--- src/rtl/glbl_pkg.sv ---
// ============================================================================
// Module  : glbl_pkg
// Brief   : Shared startup-controller types, JTAG tie-off and phase helpers.
// Revision: 1.0
// ============================================================================
`default_nettype none

package glbl_pkg;

    typedef enum logic [2:0] {
        RESET     = 3'd0,
        ROC       = 3'd1,
        TOC       = 3'd2,
        WAIT_LOCK = 3'd3,
        RUN       = 3'd4
    } state_t;

    localparam logic [8:0] JTAG_TIEOFF = 9'h000;

    // GSR/PRLD are only held while reset-on-configuration is in progress.
    function automatic logic gsr_high(input state_t s);
        return (s == RESET) || (s == ROC);
    endfunction

    function automatic logic gts_high(input state_t s);
        return (s == RESET) || (s == ROC) || (s == TOC);
    endfunction

endpackage

`default_nettype wire

--- src/rtl/glbl_ctrl_sync_2ff.sv ---
// ============================================================================
// Module  : sync_2ff
// Brief   : Two-flop synchronizer for a single asynchronous level, reset to 0.
// Revision: 1.0
// ============================================================================
`default_nettype none

module sync_2ff (
    input  logic tb_clk,
    input  logic rstb,
    input  logic i_d,
    output logic o_q
);

    logic r_meta;
    logic r_q;

    always_ff @(posedge tb_clk) begin
        if (rstb) begin
            r_meta <= 1'b0;
            r_q    <= 1'b0;
        end else begin
            r_meta <= i_d;
            r_q    <= r_meta;
        end
    end

    assign o_q = r_q;

endmodule

`default_nettype wire

--- src/rtl/glbl_ctrl.sv ---
// ============================================================================
// Module  : glbl_ctrl
// Brief   : Global startup controller sequencing GSR/PRLD, GTS and PLL lock.
// Revision: 1.0
// ============================================================================
`default_nettype none

module glbl_ctrl
    import glbl_pkg::*;
#(
    parameter int ROC_CYCLES = 10,
    parameter int TOC_CYCLES = 0,
    parameter int LOCK_WAIT  = 1,
    parameter int CNT_W      = 16
) (
    input  logic       tb_clk,
    input  logic       rstb,
    input  logic       pll_locked_i,
    output logic       gsr_o,
    output logic       prld_o,
    output logic       gts_o,
    output logic       pll_lockg_o,
    output logic       startup_done_o,
    output logic [8:0] jtag_ctl_o
);

    // Zero-length phases are folded away at elaboration time.
    localparam state_t c_AFTER_ROC   = (TOC_CYCLES == 0) ? WAIT_LOCK : TOC;
    localparam state_t c_AFTER_RESET = (ROC_CYCLES == 0) ? c_AFTER_ROC : ROC;

    localparam logic [CNT_W:0] c_ROC_LIM = (CNT_W+1)'(ROC_CYCLES);
    localparam logic [CNT_W:0] c_TOC_LIM = (CNT_W+1)'(TOC_CYCLES);
    localparam logic [CNT_W:0] c_ONE     = (CNT_W+1)'(1);

    state_t           r_state;
    logic [CNT_W-1:0] r_cnt;
    logic             r_gsr;
    logic             r_gts;
    logic             r_done;

    logic             w_lockg;
    logic [CNT_W-1:0] w_cnt_nxt;
    logic             w_roc_end;
    logic             w_toc_end;
    logic             w_lock_ok;

    sync_2ff u_lock_sync (
        .tb_clk (tb_clk),
        .rstb   (rstb),
        .i_d    (pll_locked_i),
        .o_q    (w_lockg)
    );

    // The counter value before an edge is the number of completed phase cycles minus one.
    assign w_cnt_nxt = (&r_cnt) ? r_cnt : (r_cnt + CNT_W'(1));
    assign w_roc_end = ({1'b0, r_cnt} + c_ONE) >= c_ROC_LIM;
    assign w_toc_end = ({1'b0, r_cnt} + c_ONE) >= c_TOC_LIM;
    assign w_lock_ok = w_lockg || (LOCK_WAIT == 0);

    always_ff @(posedge tb_clk) begin
        if (rstb) begin
            r_state <= RESET;
            r_cnt   <= '0;
            r_gsr   <= 1'b1;
            r_gts   <= 1'b1;
            r_done  <= 1'b0;
        end else begin
            case (r_state)
                RESET: begin
                    r_state <= c_AFTER_RESET;
                    r_cnt   <= '0;
                    r_gsr   <= gsr_high(c_AFTER_RESET);
                    r_gts   <= gts_high(c_AFTER_RESET);
                end
                ROC: begin
                    if (w_roc_end) begin
                        r_state <= c_AFTER_ROC;
                        r_cnt   <= '0;
                        r_gsr   <= 1'b0;
                        r_gts   <= gts_high(c_AFTER_ROC);
                    end else begin
                        r_cnt   <= w_cnt_nxt;
                    end
                end
                TOC: begin
                    if (w_toc_end) begin
                        r_state <= WAIT_LOCK;
                        r_cnt   <= '0;
                        r_gts   <= 1'b0;
                    end else begin
                        r_cnt   <= w_cnt_nxt;
                    end
                end
                WAIT_LOCK: begin
                    if (w_lock_ok) begin
                        r_state <= RUN;
                        r_done  <= 1'b1;
                    end
                end
                RUN: begin
                    r_done  <= 1'b1;
                end
                default: begin
                    r_state <= RESET;
                    r_cnt   <= '0;
                    r_gsr   <= 1'b1;
                    r_gts   <= 1'b1;
                    r_done  <= 1'b0;
                end
            endcase
        end
    end

    assign gsr_o          = r_gsr;
    assign prld_o         = r_gsr;
    assign gts_o          = r_gts;
    assign pll_lockg_o    = w_lockg;
    assign startup_done_o = r_done;
    assign jtag_ctl_o     = JTAG_TIEOFF;

endmodule

`default_nettype wire

--- config.mk ---
export PLATFORM = sky130hd
export DESIGN_NAME = glbl_ctrl
export DESIGN_NICKNAME = d
export VERILOG_FILES = /design/src/rtl/glbl_pkg.sv /design/src/rtl/glbl_ctrl_sync_2ff.sv /design/src/rtl/glbl_ctrl.sv
export SDC_FILE = /design/constraint.sdc
export NUM_CORES = 1
export LEC_CHECK = 0
export CAP_MARGIN = 30
export CORE_UTILIZATION = 57
export DETAILED_ROUTE_END_ITERATION = 7
export PLACE_DENSITY_LB_ADDON = 0.12
export SLEW_MARGIN = 20
export SYNTH_ARGS = -nofsm -noshare
export SYNTH_HDL_FRONTEND = slang
export SYNTH_SLANG_ARGS = --single-unit
--- constraint.sdc ---
create_clock -name tb_clk -period 7.57 [get_ports tb_clk]
set_clock_uncertainty 0.1 [all_clocks]
set_input_delay 1.514 -clock tb_clk [delete_from_list [all_inputs] [get_ports tb_clk]]
set_output_delay 1.514 -clock tb_clk [all_outputs]
set_load 0.05 [all_outputs]
== Yosys cells after proc, flatten, opt, wreduce, memory -nomap -nowiden ==
Index checks and enable logic that the tools add are counted.
Word-level totals
  register bits: 24
  bits in latches: 0
  RAM bits: 0
  memory bits (read-only): 0
  input port bits: 3
  output and inout bits: 14
  word-level logic and storage cells: 45
  memories kept: 0
Operators by class
  add/subtract/negate cells: 2
  multiply operators: 0
  divide/modulo/power cells: 0
  magnitude comparators: 2
  equal/unequal tests: 7
  shift-type cells: 0
  multiplexer cells: 14
  bitwise gates (word level): 4
  reduce and logical (&&, ||, !) cells: 9
Operators by type and width (number)
  $mux W16: 3
  $pmux W16 S3: 1
  $add A16 B1 Y17 const B: 1
  $ge A17 B1 Y1 const B: 1
  $ge A17 B4 Y1 const B: 1
  $add A16 B1 Y16 const B: 1
  $reduce_and A16 Y1: 1
  $pmux W3 S5: 1
  $mux W3: 3
  $eq A3 B2 Y1 const B: 2
  $pmux W1 S3: 2
  $reduce_or A3 Y1: 2
  $ne A2 B2 Y1 const B: 2
  $not A1 Y1: 4
  $reduce_and A2 Y1: 2
  $reduce_and A4 Y1: 1
  $eq A3 B1 Y1 const B: 1
  $eq A3 B3 Y1 const B: 1
  $logic_not A3 Y1: 1
  $mux W1: 3
  $reduce_and A3 Y1: 1
  $ne A2 B1 Y1 const B: 1
  $pmux W1 S2: 1
  $reduce_or A2 Y1: 1

== Longest topological paths before layout ==
Gate-level depths: netlist of the first run.
  word-level depth: 4
  depth in mapped cells: 8
  depth with buffers taken out: 8

== Modules after synthesis ==
Synthesis of the first run repeated with hierarchy kept, for this count alone.
Second synthesis, totals
  cell total of the unflattened synthesis: 164
  area, all modules: 1403.8 sq um
Modules (own cells, without submodules)
  glbl_ctrl: times used 1, cells an instance 160, area each 1351.3 sq um, seq. area each 440.4 sq um
  sync_2ff: times used 1, cells an instance 4, area each 52.6 sq um, seq. area each 40.0 sq um

== Worst setup path before layout of the first run ==
Ideal clock, no wire load.
  path kind: in2reg
  start point: input port rstb
  end point: register r_cnt[3]
  arrival: 2.349 ns
  data required time: 7.345 ns
  setup slack: 4.996 ns
  cell stages on the path: 5
  path buffers: 1
  path through: clkbuf_1 > inv_1 > and2_1 > a311oi_1 > a21oi_1
RTL lines
  from (decl): line glbl_ctrl.sv:17  | input logic rstb,
  to (signal assigned): line glbl_ctrl.sv:82  | r_cnt <= w_cnt_nxt;
  to (signal assigned): line glbl_ctrl.sv:91  | r_cnt <= w_cnt_nxt;
  to (decl): line glbl_ctrl.sv:36  | logic [CNT_W-1:0] r_cnt;

== Worst setup path in the final report of the first run ==
  start point: register u_lock_sync.r_q (netlist: u_lock_sync.o_q)
  end point: output port pll_lockg_o
RTL lines
  from (decl): line glbl_ctrl_sync_2ff.sv:16  | logic r_q;
  from (signal assigned): line glbl_ctrl_sync_2ff.sv:24  | r_q <= r_meta;
  to (decl): line glbl_ctrl.sv:22  | output logic pll_lockg_o,
No word-level cell between the ends.

==> impl_results.md, run 1 <==
- Count of cell types in the netlist: 44
- Final WS setup: ~4.4 ns
- Synthesized flop and latch total: 24
- Hold bufs inserted after CTS: 0
- Core Region: approximately 2000 sq um
- Max Freq: about 320 MHz
- Syn avg cell area: about 9 sq um
- Worst vdd ir: roughly 0.11 mV
- Root Buffer: clkbuf_4
- Crit-path leading delay family: buffers and inverters
- Die area: approximately 2400 sq um
- Final estimated routing congestion in global placement: between 0.8 and 0.9
- Crit path DAT: 1.55 ns
- Post-route minimum period: 3.159 ns
- Switching power: 66.52 uW
- First DRT Iteration DRCs: 24
- CTS tree: built
- CP endpoint kind: primary output
- Gate Count Post-Synth: between 100 and 150
- Final worst path period share: a little over two fifths
- Tot GR Track Use: between 10% and 20%
- DP Area: ~1300 sq um
- Design Area, Final: ~1300 sq um
- Crit path largest cell delay: roughly 0.83 ns
- Dpl ws: 4.338 ns
- Leading area contributor after synthesis: dfxtp_1
- Pins Over Slew Limit: 0
- Final Non-Filler Cells: ~170
- Router iterations before antenna repair: 5
- Register area share after synthesis: a little under two fifths
- Layout area overhead: 7.285%
- Maximum capacitance violations: 0
- CP Buf/Inv Count: 1
- Critical-path top delay cell: clkdlybuf4s50_1
- Worst Setup Start Kind: flip-flop
- Max Root-Sink Buffers: 2
- CP cell instances: clkdlybuf4s50_1
- Nets: about 150
- Post-Place Cells: around 170
- Final setup vio count: 0
- Hold Crit Start: u_lock_sync.r_meta
- Die width: slightly below 50 um
- Cts repair resizes: 0
- Antenna cell count: 0
- Worst r2r src: r_cnt[1]
- Unrepaired setup endpoints after global routing: no
- CP max FO: 4
- Clock power frac: 34.9%
- DR DRC count: 0
- R2r worst-path depth: 8
- Initial antenna violation count: 0
- WL/cell: about 13 um
- HP Class: reg -> reg
- Post-DP HPWL: between 1500 and 2000 um
- Post-synth top area share: between 30% and 40%
- Port buffer count: 7
- Top cells by area, synth: dfxtp_1, and3_1, buf_4
- Crit path required time: slightly below 6 ns
- Vias in the first global route: 877
- H-Tree Depth: 1
- Pint: 193.1 uW
- Yosys Warn Count: 0
- Via count: just under 1k
- Tightest Pin Transition: roughly 0.8 ns
- Clk_lat worst skew: approximately 0.31 ns
- Final Hold Fails: 0
- Hold path cells: 1
- WP depth: 1
- Power per cell area: roughly 190 nW/um^2
- Grt total ovfl: 0
- Starting Density: between 60% and 70%
- Clk sink count: 24
- TNS Setup: 0 ns
- Num CTS Buffers: 3
- Vias per cell: 5.767
- DRT antenna net count: 0
- Pleak: approximately 0.00057 uW
- Crit path launch: u_lock_sync.o_q
- Reg power frac: between 50% and 60%
- Mapped Area: 1254 sq um
- Postcts setup bufs: 0
- Layout cells sized above 1: around a tenth
- First-pass GRT wire length: 3746 um
- Relative slew slack: 45.92%
- Status: completed
- Comb pwr share: 13.4%
- Critical path type: reg -> out
- Num rows: 16
- Pin count of the biggest net entering global routing: 19
- Worst-path clk slew: roughly 0.13 ns
- Post-Route WL: between 2000 and 2500 um
- Top-Level Pins: 17
- Sw Ratio: roughly 26%
- Die height: 48.90 um
-- power by group through the flow --
stage	Clock (uW)	Combinational [uW]	Sequential, uW
final	90.5	34.8	134
after global routing	98.3	37.5	135
after CTS	94.3	34.5	134
after detailed placement	0	34.4	137
after global placement	0	33.7	137
after floorplan	0	27.8	140
-- state kept, by name (all words and copies together) (netlist names) --
register            flops
r_cnt                  16
r_state                 3
gsr_o                   1
gts_o                   1
startup_done_o          1
u_lock_sync.o_q         1
u_lock_sync.r_meta      1
-- final cells by class --
type                       instances  area [sq um]
clock buffer                       3         22.52
clock inverter                     1         30.03
fill                             168         676.9
inverter                           5         18.77
multi-input combinational        104         681.9
sequential                        24         480.5
tap                               27         33.78
timing repair buffer               8         77.57
-- metal layers --
layer	track usage (%)	part of all wire, %	up-vias	wire [um]
met5	0	0	-	0
met4	7.353	0.45	0	10
met3	2.804	4.1	2	92
met2	33.56	46	31	1016
met1	25.54	50	455	1099
li1	-	-	504	-
-- metrics by stage --
step	util (%)	power, uW	hold slack [ns]
final	66.52	259.6	0.3584
after global routing	66.52	270.6	0.3742
after CTS	66.15	263.0	0.3608
after detailed placement	63.55	171.3	0.3353
after global placement	63.55	170.5	0.3271
after floorplan	-	168.0	0.3138
-- synth_stat cells --
library cell	number
a2111oi_0	1
a2111oi_4	1
a21oi_1	10
a21oi_2	1
a311oi_1	3
a31oi_1	3
a32oi_1	1
a41oi_1	2
and2_1	2
and3_1	14
and3_2	3
and3b_1	1
and4_1	3
and4_4	1
and4b_1	1
buf_2	1
buf_4	10
buf_6	1
clkbuf_1	3
conb_1	1
dfxtp_1	24
ha_1	2
inv_1	5
mux2i_1	2
nand2_1	7
nand2b_1	1
nand3_1	4
nand4_1	2
nand4b_1	1
nor2_1	8
nor2b_1	2
nor3_1	1
nor3b_1	1
nor4_2	1
o211ai_1	2
o21a_1	1
o21ai_0	3
o21ai_1	1
o311ai_1	1
or2_2	2
or3_1	1
or3_4	1
or3b_1	1
xnor2_1	3
-- layout by cell type (no fill, tap or decap), types with 4 or more instances in the layout --
| master | netlist | routed |
|---|---|---|
| inv_1 | 5 | 5 |
| nand2_1 | 7 | 7 |
| conb_1 | 1 | 9 |
| nor2_1 | 8 | 8 |
| a21oi_1 | 10 | 10 |
| dfxtp_1 | 24 | 24 |
| nand3_1 | 4 | 4 |
| and3_1 | 14 | 14 |
| clkdlybuf4s50_1 | 0 | 7 |
-- kinds of logic after synthesis --
family                     share of synthesized area [%]
AOI/OAI and AO/OA                                  17.37
buffers and inverters                              9.680
xor gates and xnor gates                           2.096
DFF                                                38.32
and+or+nand+nor                                    28.64
adders and majority gates                          1.996
other                                             0.2991
muxes                                              1.597
-- worst paths after layout --
path	end	slack, ns
worst max-delay path	pll_lockg_o	4.41
worst min-delay path	u_lock_sync.o_q	0.36
worst max register to register	gts_o	4.79
worst min register to register	u_lock_sync.o_q	0.36
Power figures use the tool's default switching activity.
==> inputs of run 2 (changes only) <==
CORE_UTILIZATION = 53   (was 57)
clock period = 3.23 ns   (was 7.57 ns; I/O delays follow)
==> impl_results.md, run 2 (synthesized netlist as in run 1, its figures left out) <==
- Worst vdd ir: 0.3208 mV (was 0.1099 mV)
- DRT antenna net count: 0 (unchanged)
- Worst Setup Start Kind: flip-flop (unchanged)
- First DRT Iteration DRCs: 18 (was 24)
- Status: completed (unchanged)
- Die width: 50.64 um (was 48.90 um)
- Hold Crit Start: u_lock_sync.r_meta (unchanged)
- Switching power: 159.1 uW (was 66.52 uW)
- Clk_lat worst skew: 0.31 ns (about the same)
- Fillcell total: 210 (was 168)
- Post-DP HPWL: 1610 um (was 1519 um)
- Commonest non-fill, non-tap cell in the layout: dfxtp_1 (unchanged)
- Die area: 2564 sq um (was 2391 sq um)
- Post-route minimum period: around 2.5 ns
- Hold bufs inserted after CTS: 0 (unchanged)
- Sw Ratio: 25.96% (was 25.62%)
- Comb pwr share: 13.5% (was 13.4%)
- Maximum capacitance violations: 0 (unchanged)
- Relative slew slack: 63.49% (was 45.92%)
- R2r worst-path depth: 7 (was 8)
- Root Buffer: clkbuf_4 (unchanged)
- Worst r2r dst: gts_o (unchanged)
- CTS tree: built (unchanged)
- Crit path required time: 3.36 ns (was 5.96 ns)
- Final setup vio count: 0 (unchanged)
- Reg power frac: 51.3% (was 51.7%)
- Pleak: 0.0005769 uW (was 0.0005720 uW)
- Grt total ovfl: 0 (unchanged)
- Final Non-Filler Cells: 174 (was 172)
- Layout cells sized above 1: 10.96% (was 10.34%)
- Postcts setup bufs: 0 (unchanged)
- Setup slack, reg-to-reg: 0.73 ns (was 4.79 ns)
- TNS Setup: 0 ns (unchanged)
- DR DRC count: 0 (unchanged)
- Final Hold Fails: 0 (unchanged)
- Max reg flops: 16 (unchanged)
- WL/cell: 12.84 um (was 12.90 um)
- Hold path cells: 1 (unchanged)
- Final estimated routing congestion in global placement: 0.7957 (was 0.8246)
- Core Region: 2212 sq um (was 2022 sq um)
- Vias in the first global route: 884 (was 877)
- Top Registers: r_cnt (16), r_state (3) (unchanged)
- Post-Route WL: 2235 um (was 2219 um)
- Initial antenna violation count: 0 (unchanged)
- Hold endpoint: u_lock_sync.o_q (unchanged)
- Nets: 152 (was 151)
- Post-Place Cells: 170 (was 167)
- Via count: 985 (was 992)
- Tightest Pin Transition: 0.5477 ns (was 0.8045 ns)
- H-Tree Depth: 1 (unchanged)
- Vias per cell: 5.661 (was 5.767)
- Final worst path period share: 77.26%
- Pint: 453.9 uW (was 193.1 uW)
- Max Root-Sink Buffers: 2 (unchanged)
- Pin count of the biggest net entering global routing: 19 (unchanged)
- Commonest cells after routing, fill and taps aside: dfxtp_1, and3_1, a21oi_1, conb_1, nor2_1 (unchanged)
- Unrepaired setup endpoints after global routing: no (unchanged)
- Clk sink count: 24 (unchanged)
- Worst r2r src: r_cnt[0] (was r_cnt[1])
- First-pass GRT wire length: 3774 um (was 3746 um)
- Critical path type: reg -> reg (was reg -> out)
- Cts repair resizes: 0 (unchanged)
- Num CTS Buffers: 3 (unchanged)
- Worst-path clk slew: 0.14 ns (was 0.13 ns)
- Num rows: 17 (was 16)
- CP max FO: 8 (was 4)
- HP Class: reg -> reg (unchanged)
- Pins Over Slew Limit: 0 (unchanged)
- Router iterations before antenna repair: 4 (was 5)
- Layout area overhead: 7.984% (was 7.285%)
- Antenna cell count: 0 (unchanged)
- Power per cell area: 452.8 nW/um^2 (was 193.0 nW/um^2)
- CP endpoint kind: flip-flop (was primary output)
- Top-Level Pins: 17 (unchanged)
- Max Freq: ~400 MHz
- Port buffer count: 7 (unchanged)
- Starting Density: 56.67% (was 62.00%)
- Clock power frac: 35.1% (was 34.9%)
- Die height: 50.64 um (was 48.90 um)
- Crit path DAT: 2.63 ns (was 1.55 ns)
- Tot GR Track Use: 19.09% (was 19.84%)
- Largest Register: r_cnt (unchanged)
-- run 2: how the worst max path moves through the flow --
stage	start	to	slack, ns	cells past startpoint
floorplan	r_cnt[1]	gts_o	0.82	8
global placement	r_cnt[0]	gts_o	0.81	7
detailed placement	r_cnt[0]	gts_o	0.74	7
CTS	r_cnt[0]	gts_o	0.73	7
global route	r_cnt[0]	gts_o	0.53	7
finish	r_cnt[0]	gts_o	0.73	7
-- run 2: stage by stage --
stage	total power (uW)	area (sq um)	setup slack [ns]	hold slack, ns	util, %
6_report	613.0	1354	0.7346	0.3567	61.20
5_1_grt	639.6	1354	0.5253	0.3651	61.20
4_1_cts	618.9	1354	0.7337	0.3591	61.20
3_5_place_dp	404.0	1301	0.7401	0.3291	58.82
3_3_place_gp	402.3	1301	0.8070	0.3291	58.82
2_1_floorplan	393.7	1284	0.8174	0.3138	-
-- run 2: cell type report --
cell class / count / area (sq um) / area share [%]
flip-flops and latches: 24 / 480.5 / 35.49
well taps: 28 / 35.03 / 2.588
inverters: 5 / 18.77 / 1.386
multi-input cells: 104 / 681.9 / 50.37
repair buffers: 9 / 85.08 / 6.285
clock inverters: 1 / 30.03 / 2.218
clock buffers: 3 / 22.52 / 1.664
-- run 2: critical path, stage by stage (launching register included) --
cell and delay (ns):
dfxtp_1 0.46, ha_1 0.28, and3_1 0.32, mux2i_1 0.22
a41oi_1 0.18, a2111oi_4 0.47, a21oi_2 0.11, o311ai_1 0.28
-- run 2: power groups by stage --
| stage | combinational [uW] | sequential, uW | clock, uW |
|---|---|---|---|
| 2_1_floorplan | 65.2 | 329 | 0 |
| 3_3_place_gp | 81.7 | 321 | 0 |
| 3_5_place_dp | 82.9 | 321 | 0 |
| 4_1_cts | 83.0 | 315 | 221 |
| 5_1_grt | 89.5 | 317 | 233 |
| 6_report | 82.9 | 315 | 215 |
-- run 2: layer usage --
metal,share of wire [%],GRT usage (%),up-vias
met5,0,0,-
met4,0.63,6.944,0
met3,2.5,2.727,2
met2,46,30.89,15
met1,51,25.60,456
li1,-,-,512
==> inputs of run 3 (changes only) <==
clock period = 2.4 ns   (was 3.23 ns; I/O delays follow)
==> impl_results.md, run 3 (synthesized netlist as in run 1, its figures left out) <==
- Status: completed (unchanged)
- Critical-path top delay cell: dfxtp_2 (was a2111oi_4)
- CTS tree: built (unchanged)
- Worst Setup Start Kind: flip-flop (unchanged)
- Grt total ovfl: 0 (unchanged)
- First-pass GRT wire length: 4146 um (was 3774 um)
- Min Hold Slack: 0.3572 ns (was 0.3567 ns)
- Num CTS Buffers: 3 (unchanged)
- CP endpoint kind: flip-flop (unchanged)
- Port buffer count: 7 (unchanged)
- Layer with the highest usage: met2 (unchanged)
- Pleak: 0.0005969 uW (was 0.0005769 uW)
- Setup slack, reg-to-reg: 0.14 ns (was 0.73 ns)
- Router iterations before antenna repair: 4 (unchanged)
- CP max FO: 7 (was 8)
- Crit-path leading delay family: compound AO/OA/AOI/OAI gates (unchanged)
- Post-DP HPWL: 1730 um (was 1610 um)
- Final core occ: 63.74% (was 61.20%)
- Post-Route WL: 2564 um (was 2235 um)
- CP Buf/Inv Count: 1 (was 0)
- Pin count of the biggest net entering global routing: 18 (was 19)
- Vias in the first global route: 970 (was 884)
- Nets: 155 (was 152)
- Largest Register: r_cnt (unchanged)
- M3 GR Usage: 4.545% (was 2.727%)
- HP Class: reg -> reg (unchanged)
- Antenna cell count: 0 (unchanged)
- Top Registers: r_cnt (16), r_state (3) (unchanged)
- Unrepaired setup endpoints after global routing: no (unchanged)
- Postcts setup bufs: 0 (unchanged)
- TNS Setup: 0 ns (unchanged)
- Final setup vio count: 0 (unchanged)
- Die width: 50.64 um (unchanged)
- Final Non-Filler Cells: 177 (was 174)
- Crit path DAT: 2.42 ns (was 2.63 ns)
- Starting Density: 56.67% (unchanged)
- Clk_lat worst skew: 0.32 ns (was 0.31 ns)
- Crit path required time: 2.56 ns (was 3.36 ns)
- Max Root-Sink Buffers: 2 (unchanged)
- Met1 Use GR: 25.93% (was 25.60%)
- Max reg flops: 16 (unchanged)
- Pins Over Slew Limit: 0 (unchanged)
- Post-route minimum period: 2.262 ns (was 2.495 ns)
- Die height: 50.64 um (unchanged)
- Initial antenna violation count: 0 (unchanged)
- Tot GR Track Use: 22.05% (was 19.09%)
- Worst-path clk slew: 0.14 ns (about the same)
- DR DRC count: 0 (unchanged)
- Layout cells sized above 1: 17.45% (was 10.96%)
- Die area: 2564 sq um (unchanged)
- Vias per cell: 5.853 (was 5.661)
- Via count: 1036 (was 985)
- Hold bufs inserted after CTS: 0 (unchanged)
- Final Hold Fails: 0 (unchanged)
- Max Freq: 442.0 MHz (was 400.7 MHz)
- Critical path type: reg -> reg (unchanged)
- CP cell instances: ha_1 > and3_2 > mux2i_1 > a41oi_1 > a2111oi_4 > buf_4 > a41oi_2 > a31oi_1 (was ha_1 > and3_1 > mux2i_1 > a41oi_1 > a2111oi_4 > a21oi_2 > o311ai_1)
- WL/cell: 14.49 um (was 12.84 um)
- First DRT Iteration DRCs: 20 (was 18)
- Worst vdd ir: 0.4465 mV (was 0.3208 mV)
- Final worst path period share: 94.27% (was 77.26%)
- Root Buffer: clkbuf_4 (unchanged)
- Global-route met2 utilization: 36.22% (was 30.89%)
- Num rows: 17 (unchanged)
- DRT antenna net count: 0 (unchanged)
- Crit path largest cell delay: 0.42 ns (was 0.47 ns)
- Core Region: 2212 sq um (unchanged)
- Clk sink count: 24 (unchanged)
- Total power: 840.8 uW (was 613.0 uW)
- Maximum capacitance violations: 0 (unchanged)
- Commonest non-fill, non-tap cell in the layout: dfxtp_1 (unchanged)
- Final estimated routing congestion in global placement: 0.7627 (was 0.7957)
- Commonest cells after routing, fill and taps aside: dfxtp_1, and3_1, a21oi_1, conb_1, nor2_1 (unchanged)
- H-Tree Depth: 1 (unchanged)
- Power per cell area: 596.3 nW/um^2 (was 452.8 nW/um^2)
- Layout area overhead: 12.47% (was 7.984%)
- Top-Level Pins: 17 (unchanged)
- Post-Place Cells: 172 (was 170)
-- run 3: path summary, 6_finish.rpt --
| path | start | end | cells after the start |
|---|---|---|---|
| worst max-delay path | r_cnt[0] | r_cnt[2] | 8 |
| worst max register to register | r_cnt[0] | r_cnt[2] | 8 |
| worst min register to register | u_lock_sync.r_meta | u_lock_sync.o_q | 1 |
| worst min-delay path | u_lock_sync.r_meta | u_lock_sync.o_q | 1 |
-- run 3: layout make-up --
cell class / instances / area (sq um)
Fill cell: 193 / 802.0
Multi-Input combinational cell: 104 / 710.7
Clock inverter: 1 / 30.03
Timing Repair Buffer: 12 / 107.6
Sequential cell: 24 / 485.5
Tap cell: 28 / 35.03
Inverter: 5 / 18.77
Clock buffer: 3 / 22.52
-- run 3: routing by layer --
layer / up-vias / share of wire (%)
met2: 19 / 47
met1: 496 / 47
met3: 9 / 3.0
met4: 0 / 3.1
met5: - / 0
li1: 512 / -
-- run 3: per-stage QoR --
stage | cell area [sq um] | worst slack (ns)
floorplan | 1292 | 0.09191
global placement | 1325 | 0.1243
detailed placement | 1325 | -0.009274
CTS | 1379 | 0.01917
global route | 1410 | 0.01109
finish | 1410 | 0.1376
-- run 3: what timing repair did --
item / 4_1_cts / 5_1_grt
pin swaps: 0 / 3
resized for setup: 1 / 7
hold endpoints to repair: 0 / 0
endpoints found under the setup margin: 3 / 6
cloned: 0 / 0
-- run 3: power breakdown --
part / switching (uW) / internal, uW / leakage (uW)
sequential: 14.8 / 409 / 0.000196
combinational: 83.6 / 35.5 / 0.000373
clock: 128 / 169 / 0.0000279
total: 227 / 614 / 0.000597
